### config.mk
export PLATFORM = sky130hd
export DESIGN_NAME = if_id_buf
export DESIGN_NICKNAME = d
export VERILOG_FILES = /design/src/rtl/if_id_buf.sv
export SDC_FILE = /design/constraint.sdc
export NUM_CORES = 1
export LEC_CHECK = 0
export BUFFER_PORTS_ARGS = -buffer_cell sky130_fd_sc_hd__buf_4
export CAP_MARGIN = 20
export CORE_MARGIN = 2
export CORE_UTILIZATION = 50
export CTS_CLUSTER_DIAMETER = 40
export CTS_CLUSTER_SIZE = 10
export DETAILED_ROUTE_END_ITERATION = 10
export HOLD_SLACK_MARGIN = 0.02
export PLACE_DENSITY = 0.82
export SETUP_SLACK_MARGIN = 0.3
export SYNTH_ARGS = -nofsm -noshare
export SYNTH_HDL_FRONTEND = slang
export SYNTH_SLANG_ARGS = --single-unit
### constraint.sdc
create_clock -name clk -period 4.7 [get_ports clk]
set_clock_uncertainty 0.05 [all_clocks]
set_input_delay 0.705 -clock clk [delete_from_list [all_inputs] [get_ports clk]]
set_output_delay 0.705 -clock clk [all_outputs]
set_load 0.1 [all_outputs]
### src/rtl/if_id_buf.sv
// if_id_buf: two-entry skid buffer between the fetch and decode stages.
// Entries {pc, instr} leave in FIFO order one cycle after they are accepted.
// in_ready and out_valid come straight from flops, so neither handshake side
// sees a combinational path from the other. flush drops the occupancy but
// leaves the storage contents as they are. stall_cnt saturates and is cleared
// only by reset.
module if_id_buf #(
   parameter int DW = 32
) (
   input  logic          clk,
   input  logic          rst,
   input  logic          flush,
   input  logic          in_valid,
   output logic          in_ready,
   input  logic [DW-1:0] in_pc,
   input  logic [DW-1:0] in_instr,
   output logic          out_valid,
   input  logic          out_ready,
   output logic [DW-1:0] out_pc,
   output logic [DW-1:0] out_instr,
   output logic [1:0]    count,
   output logic [15:0]   stall_cnt
);

   logic [DW-1:0] pc_mem    [2];
   logic [DW-1:0] instr_mem [2];
   logic          wr_ptr_q;
   logic          rd_ptr_q;
   logic [1:0]    count_q;
   logic [1:0]    count_nxt;
   logic          in_ready_q;
   logic          out_valid_q;
   logic [15:0]   stall_q;

   logic push;
   logic pop;
   logic do_push;
   logic do_pop;
   logic stall_cycle;

   // Handshakes as seen at the coming edge.
   assign push        = in_valid & in_ready_q;
   assign pop         = out_valid_q & out_ready;
   // A flush overrides both transfers, so nothing is written and nothing is
   // consumed on a flush edge.
   assign do_push     = push & ~flush;
   assign do_pop      = pop & ~flush;
   assign stall_cycle = out_valid_q & ~out_ready & ~flush;

   // Next occupancy: a flush empties the buffer; otherwise push adds one and
   // pop removes one, and both together leave the count unchanged.
   // NOTE: every always_comb output gets a default first so no latch is inferred.
   always_comb begin
      count_nxt = count_q;
      if (flush) begin
         count_nxt = 2'd0;
      end else begin
         case ({do_push, do_pop})
            2'b10:   count_nxt = count_q + 2'd1;
            2'b01:   count_nxt = count_q - 2'd1;
            default: count_nxt = count_q;
         endcase
      end
   end

   // Storage write; only the slot at the write pointer changes on a push.
   // NOTE: the two storage slots are reset because the buffer must read as
   // all-zero after reset; storage this small costs nothing to clear.
   always_ff @(posedge clk or negedge rst) begin
      if (!rst) begin
         for (int i = 0; i < 2; i++) begin
            pc_mem[i]    <= '0;
            instr_mem[i] <= '0;
         end
      end else if (do_push) begin
         pc_mem[wr_ptr_q]    <= in_pc;
         instr_mem[wr_ptr_q] <= in_instr;
      end
   end

   // Pointer, occupancy and handshake flops; ready/valid are precomputed from
   // the next count so they can be driven directly by registers.
   // NOTE: sequential state is always assigned with <= so every flop samples
   // the pre-edge values of its neighbours.
   always_ff @(posedge clk or negedge rst) begin
      if (!rst) begin
         wr_ptr_q    <= 1'b0;
         rd_ptr_q    <= 1'b0;
         count_q     <= 2'd0;
         in_ready_q  <= 1'b1;
         out_valid_q <= 1'b0;
      end else begin
         if (flush) begin
            wr_ptr_q <= 1'b0;
            rd_ptr_q <= 1'b0;
         end else begin
            if (do_push) wr_ptr_q <= ~wr_ptr_q;
            if (do_pop)  rd_ptr_q <= ~rd_ptr_q;
         end
         count_q     <= count_nxt;
         in_ready_q  <= (count_nxt != 2'd2);
         out_valid_q <= (count_nxt != 2'd0);
      end
   end

   // Saturating count of edges where decode held off a valid head entry.
   always_ff @(posedge clk or negedge rst) begin
      if (!rst) begin
         stall_q <= 16'd0;
      end else if (stall_cycle && (stall_q != 16'hFFFF)) begin
         stall_q <= stall_q + 16'd1;
      end
   end

   assign in_ready  = in_ready_q;
   assign out_valid = out_valid_q;
   assign count     = count_q;
   assign stall_cnt = stall_q;
   // The head entry is shown only while valid; an empty buffer reads as zero.
   assign out_pc    = out_valid_q ? pc_mem[rd_ptr_q]    : '0;
   assign out_instr = out_valid_q ? instr_mem[rd_ptr_q] : '0;

endmodule

==> results of run 1 <==
## path summary, 6_finish.rpt
check,to,from,cells after the start
max in group asynchronous,pc_mem[7],rst,2
setup / recovery,out_instr[10],rd_ptr_q,4
hold reg to reg,pc_mem[45],pc_mem[45],1
min in group clk,pc_mem[45],pc_mem[45],1
setup reg to reg,stall_cnt[9],out_valid,4
hold / removal,instr_mem[56],rst,1
## through the flow
step           setup WS [ns]  cell area (µm²)
4_1_cts                 1.51             8920
3_3_place_gp            1.94             8250
3_5_place_dp            1.91             8270
6_report                1.72             8940
5_1_grt                 1.61             8940
2_1_floorplan           1.09             7040
## synthesized netlist by cell type, types with 3 or more instances
cell,instances
a31oi_1,7
dfrtp_1,149
a21oi_1,7
nor2b_1,65
mux2_4,3
and3_1,6
clkbuf_1,7
mux2_2,127
nand2_1,12
xnor2_1,6
buf_6,7
buf_4,7
mux2i_1,64
nor2_1,3
mux2_1,3
buf_2,7
## final cells by class
class	count	area, µm²
clock buffer	17	425
clock inverter	15	228
fill	1022	4890
inverter	2	7.51
multi-input combinational	335	3090
sequential	150	3760
tap	180	225
timing repair buffer	157	1210
## logic make-up after synthesis
logic type	Yosys count	share of synthesized area (%)
multiplexers	197	30.5
flip-flops	150	53.3
AND/OR/NAND/NOR	109	10.3
buffers and inverters	30	2.84
AO/OA/AOI/OAI	19	1.63
XOR/XNOR	8	0.995
adder cells (fa/ha/maj)	2	0.355
## routing by layer
layer	vias up	track usage, %	share of wire [%]
li1	2104	-	-
met4	0	7.97	1.6
met2	119	33.1	50
met3	23	6.97	6.1
met5	-	0	0
met1	2308	24.5	43
## sequential cells by signal (all words and copies together), names as in the netlist
signal / flops
count: 2
in_ready: 1
instr_mem: 64
out_valid: 1
pc_mem: 64
rd_ptr_q: 1
stall_cnt: 16
wr_ptr_q: 1
## power by group
part           total (mW)  leakage, nW  switching, mW  internal, mW
clock network        1.47        0.313          0.529         0.945
logic                1.88         1.87           1.23         0.652
registers            1.95         1.81          0.272          1.68
total                5.31         3.99           2.03          3.28
==> reports/metrics.csv, run 1 <==
metric,value,unit
detailed-route DRC error count,0,
Total Die Area,15000,µm²
"commonest non-fill, non-tap cell in the layout",buf_4,
Hold Buf Count CTS,0,
critical path endpoint category,output pin,
"Slew Viols, Final",0,
slew margin rel.,28.9,%
total power,5.31,mW
CP max-delay cell,dfrtp_4,
clock root cell,clkbuf_16,
ys async rst share,100,%
Mapped Cells,515,
Final Critical Period,2.98,ns
PwrDens,594,nW/µm²
vias in the first global route,4790,
Inserted Diodes,0,
"EDFF count, synth",0,
CP required,3.94,ns
run status,"finished, final reports clean",
"Avg Cell Area, Syn",13.7,µm²
CTS resizes,0,
layout cells sized above 1,49.9,%
Skew-Pair Late Insertion Delay,0.42,ns
"setup slack, reg-to-reg",2.24,ns
H-tree levels,4,
"CP delay by family, top",flip-flops,
Max Fclk,336,MHz
first-pass iteration count of the detailed router,4,
drt total wl,14800,µm
first-pass GRT wire length,23400,µm
via/cell ratio,5.32,
Routed Antenna Nets,0,
area grow syn2layout,27.0,%
Max IR drop VDD,0.351,mV
pin count of the biggest net entering global routing,73,
DIE HEIGHT,123,µm
crit-path cells,buf_12 -> mux2i_1 -> nor2b_1 -> buf_4,
Post-Route Setup TNS,0,ns
final setup fails,0,
post-route insts no fill,856,
RSZ-0062 raised after global routing,no,
grt ovf,0,
"commonest non-fill, non-tap cells in the layout","buf_4 (154), dfrtp_1 (147), mux2_2 (127)",
leak pwr,3.99,nW
cell count after placement,823,
Clock Pin Slew Worst Setup and Hold Paths,0.06,ns
minimum hold slack,0.243,ns
starting density of the core,50.9,%
main flop type after synthesis,dfrtp_1,
initial antenna violation count,0,
GR Util All Layers,20.2,%
port bufs,152,
WL per Instance,17.2,µm
clk sink count,150,
die width,123,µm
maximum buffer depth of the clock tree,2,
CTS buffer count,17,
row count,43,
Mapped Area,7040,µm²
YS warnings,0,
CP Launch Type,flip-flop,
CP Max Fanout,35,
I/O pin cnt,153,
First DRT Iteration DRCs,225,
crit-path max cell delay,0.84,ns
"Hold Vio Cnt, Final",0,
post-CTS setup buffers,0,
Tightest Pin Transition,1.07,ns
leading post-synthesis cells by cell area,"dfrtp_1 (53%), mux2_2 (20%), mux2i_1 (9.1%)",
synthesized flop and latch total,150,
Worst Path Buf+Inv,2,
CTS tree,built,
share of the synthesized area in the top cell type,52.9,%
post-synth cell types,42,
nets,734,
Synthesized Nets,586,
GPL Wtd Cong,0.781,
Synth area leader,dfrtp_1,
CP Class,reg -> out,
fin crit share,63.4,%
DP HPWL,9580,µm
CORE AREA,13800,µm²
Hold Crit Class,in -> async,
sequential cell area fraction in the yosys report,53.3,%
final core occ,64.7,%
CP Data Arrival Time,2.22,ns
Vias,4554,
number of max-cap violations,0,
No activity file was read; power rests on OpenSTA's default activity.
==> run 2: changes to the inputs <==
--- a/config.mk
+++ b/config.mk
@@ -5,6 +5,7 @@
 export SDC_FILE = /design/constraint.sdc
 export NUM_CORES = 1
 export LEC_CHECK = 0
+export ABC_AREA = 1
 export BUFFER_PORTS_ARGS = -buffer_cell sky130_fd_sc_hd__buf_4
 export CAP_MARGIN = 20
 export CORE_MARGIN = 2
==> constraint.sdc (replaced) <==
create_clock -name clk -period 2.9 [get_ports clk]
set_clock_uncertainty 0.05 [all_clocks]
set_input_delay 0.435 -clock clk [delete_from_list [all_inputs] [get_ports clk]]
set_output_delay 0.435 -clock clk [all_outputs]
set_load 0.1 [all_outputs]
==> run 2 against run 1 <==
Compared with the run above:
- sequential cell count unchanged
- cell count increased by 41%
- area after synthesis down 1.0%
- via count rose by 35%
- combinational power up 33%
- die area down 0.98%
- core utilization increased by 2.8 points
- non-clock buffer count rose by 10
- synthesized cell count increased by 70%
- total power grew 48%
- critical endpoint is now out_instr[18]
==> reports/metrics.csv, run 2 <==
metric,value,unit,change
die width,122,µm,-0.49%
initial antenna violation count,0,,unchanged
CP Data Arrival Time,1.93,ns,-0.29 ns
Tightest Pin Transition,0.527,ns,-0.540 ns
"Hold Vio Cnt, Final",0,,unchanged
starting density of the core,50.6,%,-0.32 points
Skew-Pair Late Insertion Delay,0.42,ns,about the same
Total Die Area,14900,µm²,-0.98%
CP required,2.41,ns,-1.53 ns
"Avg Cell Area, Syn",7.98,µm²,-42%
via/cell ratio,5.10,,-4.1%
pre-CTS setup slack,0.811,ns,-1.09 ns
CP Launch Type,flip-flop,,
leak pwr,4.72,nW,+18%
post-synth cell types,24,,-43%
Max Fclk,414,MHz,
GR Layer Usage met1,31.4,%,+6.9 points
WL per Instance,13.8,µm,-20%
"setup slack, reg-to-reg",1.00,ns,-1.24 ns
Inserted Diodes,0,,unchanged
Hold Crit Class,in -> reg,,
minimum hold slack,0.217,ns,-0.0260 ns
CP Max Fanout,32,,-8.6%
Max IR drop VDD,0.523,mV,+49%
"Slew Viols, Final",0,,unchanged
first-pass iteration count of the detailed router,5,,+1
GRT busiest layer,met2,,
GPL Wtd Cong,0.846,,+8.3%
grt ovf,0,,unchanged
CTS tree,built,,
PwrDens,844,nW/µm²,+42%
run status,"finished, final reports clean",,
"commonest non-fill, non-tap cell in the layout",nand2_1,,
pin count of the biggest net entering global routing,63,,-14%
GR Util met2,38.1,%,+4.9 points
First DRT Iteration DRCs,462,,+110%
detailed-route DRC error count,0,,unchanged
RSZ-0062 raised after global routing,no,,
most frequent cell after synthesis,nand2_1,,
row count,43,,unchanged
Fillers,1124,,+10%
fin crit share,83.4,%,
CTS buffer count,17,,unchanged
share of the synthesized area in the top cell type,53.5,%,+0.54 points
DP HPWL,11200,µm,+16%
Mapped Area,6970,µm²,-1.0%
CP startpoint,out_valid,,
slew margin rel.,64.8,%,+36 points
met3 capacity usage during global routing,7.82,%,+0.85 points
R2R depth,5,,+1
Synth area leader,dfrtp_1,,
final setup fails,0,,unchanged
final setup margin,0.482,ns,-1.24 ns
critical path endpoint category,output pin,,
Post-Route Setup TNS,0,ns,unchanged
Mapped Cells,874,,+70%
nets,1081,,+47%
ys async rst share,100,%,unchanged
Routed Antenna Nets,0,,unchanged
maximum buffer depth of the clock tree,2,,unchanged
synth cell count leaders,"nand2_1 (205), dfrtp_1 (149), nor2_1 (143), o21ai_0 (141), inv_1 (82)",,
clock root cell,clkbuf_16,,
Clock Pin Slew Worst Setup and Hold Paths,0.06,ns,about the same
CORE AREA,13800,µm²,-0.39%
synthesized flop and latch total,150,,unchanged
Vias,6137,,+35%
vias in the first global route,5827,,+22%
number of max-cap violations,0,,unchanged
CP Class,reg -> out,,
crit path capture,out_instr[18],,
Worst R2R End,instr_mem[11],,
I/O pin cnt,153,,unchanged
GR Util All Layers,23.7,%,+3.5 points
layout cells sized above 1,27.8,%,-22 points
clk sink count,150,,unchanged
port bufs,152,,unchanged
Final Critical Period,2.42,ns,
sequential cell area fraction in the yosys report,53.9,%,+0.55 points
main flop type after synthesis,dfrtp_1,,
"commonest non-fill, non-tap cells in the layout","nand2_1 (205), buf_4 (161), dfrtp_1 (147)",,
area grow syn2layout,33.3,%,
DIE HEIGHT,122,µm,-0.49%
H-tree levels,4,,unchanged
first-pass GRT wire length,27800,µm,+19%
drt total wl,16600,µm,+13%
YS warnings,0,,unchanged
Synthesized Nets,945,,+61%
reg2reg start,in_ready,,
"EDFF count, synth",0,,unchanged
leading post-synthesis cells by cell area,"dfrtp_1 (53%), nand2_1 (11%), o21ai_0 (10%)",,
[run 2: cell types whose count changed in the layout (fill, tap and decap cells not counted), sizes merged, moves of 7 or more]
cell | previous run | this run
a31oi | 7 | 0
buf | 157 | 166
inv | 3 | 86
mux2 | 133 | 0
mux2i | 64 | 0
nand2 | 13 | 209
nand3 | 4 | 15
nor2 | 5 | 151
nor2b | 65 | 0
o21ai | 3 | 197
[run 2: critical path, cell delays in order, from the launching register on]
cell     delay, ns
dfrtp_4       0.62
buf_4         0.29
o21ai_0       0.18
nor2_4        0.12
buf_4         0.30
[run 2: layer usage]
| layer | vias up | part of all wire, % |
|---|---|---|
| li1 | 3034 | - |
| met2 | 181 | 49 |
| met4 | 0 | 1.1 |
| met5 | - | 0 |
| met3 | 18 | 7.2 |
| met1 | 2904 | 43 |
[run 2: through the flow]
stage          instance area, µm²  std cells  utilization, %  power, mW
2_1_floorplan                7390        874               -       4.86
3_3_place_gp                 8620       1170            62.6       5.39
5_1_grt                      9290       1203            67.5       8.23
6_report                     9290       1203            67.5       7.84
3_5_place_dp                 8620       1170            62.6       5.46
4_1_cts                      9290       1203            67.4       7.89
[run 2: area by class of cell]
| class | instances | area [µm²] | area share, % |
|---|---|---|---|
| multi-input cells | 590 | 3030 | 32.6 |
| inverters | 84 | 315 | 3.39 |
| clock buffers | 18 | 429 | 4.62 |
| repair buffers | 167 | 1310 | 14.1 |
| well taps | 180 | 225 | 2.42 |
| clock inverters | 14 | 224 | 2.41 |
| flip-flops and latches | 150 | 3760 | 40.5 |
[run 2: worst min path at each step]
stage                   start            to  cells after the start
floorplan                 rst      count[0]                      0
global placement          rst  stall_cnt[6]                      1
detailed placement        rst  stall_cnt[6]                      1
CTS                 in_pc[18]    pc_mem[50]                      3
global route        in_pc[18]    pc_mem[50]                      3
finish              in_pc[18]    pc_mem[50]                      3
[run 2: power by group]
| group | switching (mW) | internal [mW] |
|---|---|---|
| clock | 0.870 | 1.54 |
| combinational | 1.87 | 0.627 |
| sequential | 0.334 | 2.60 |
| total | 3.08 | 4.76 |
[run 2: repair_timing]
action / in CTS / in global routing
setup buffers: 0 / 0
hold buffers: 1 / 0
endpoints found under the hold margin: 45 / 0
gates resized for setup: 0 / 1
setup endpoints to repair: 0 / 21
[run 2: cells by family after synthesis]
kind of cell               synth area share (%)
DFF                                        53.9
buffers and inverters                      8.89
xor gates and xnor gates                  0.628
adders and majority gates                 0.359
and+or+nand+nor                            22.0
AOI/OAI and AO/OA                          14.2
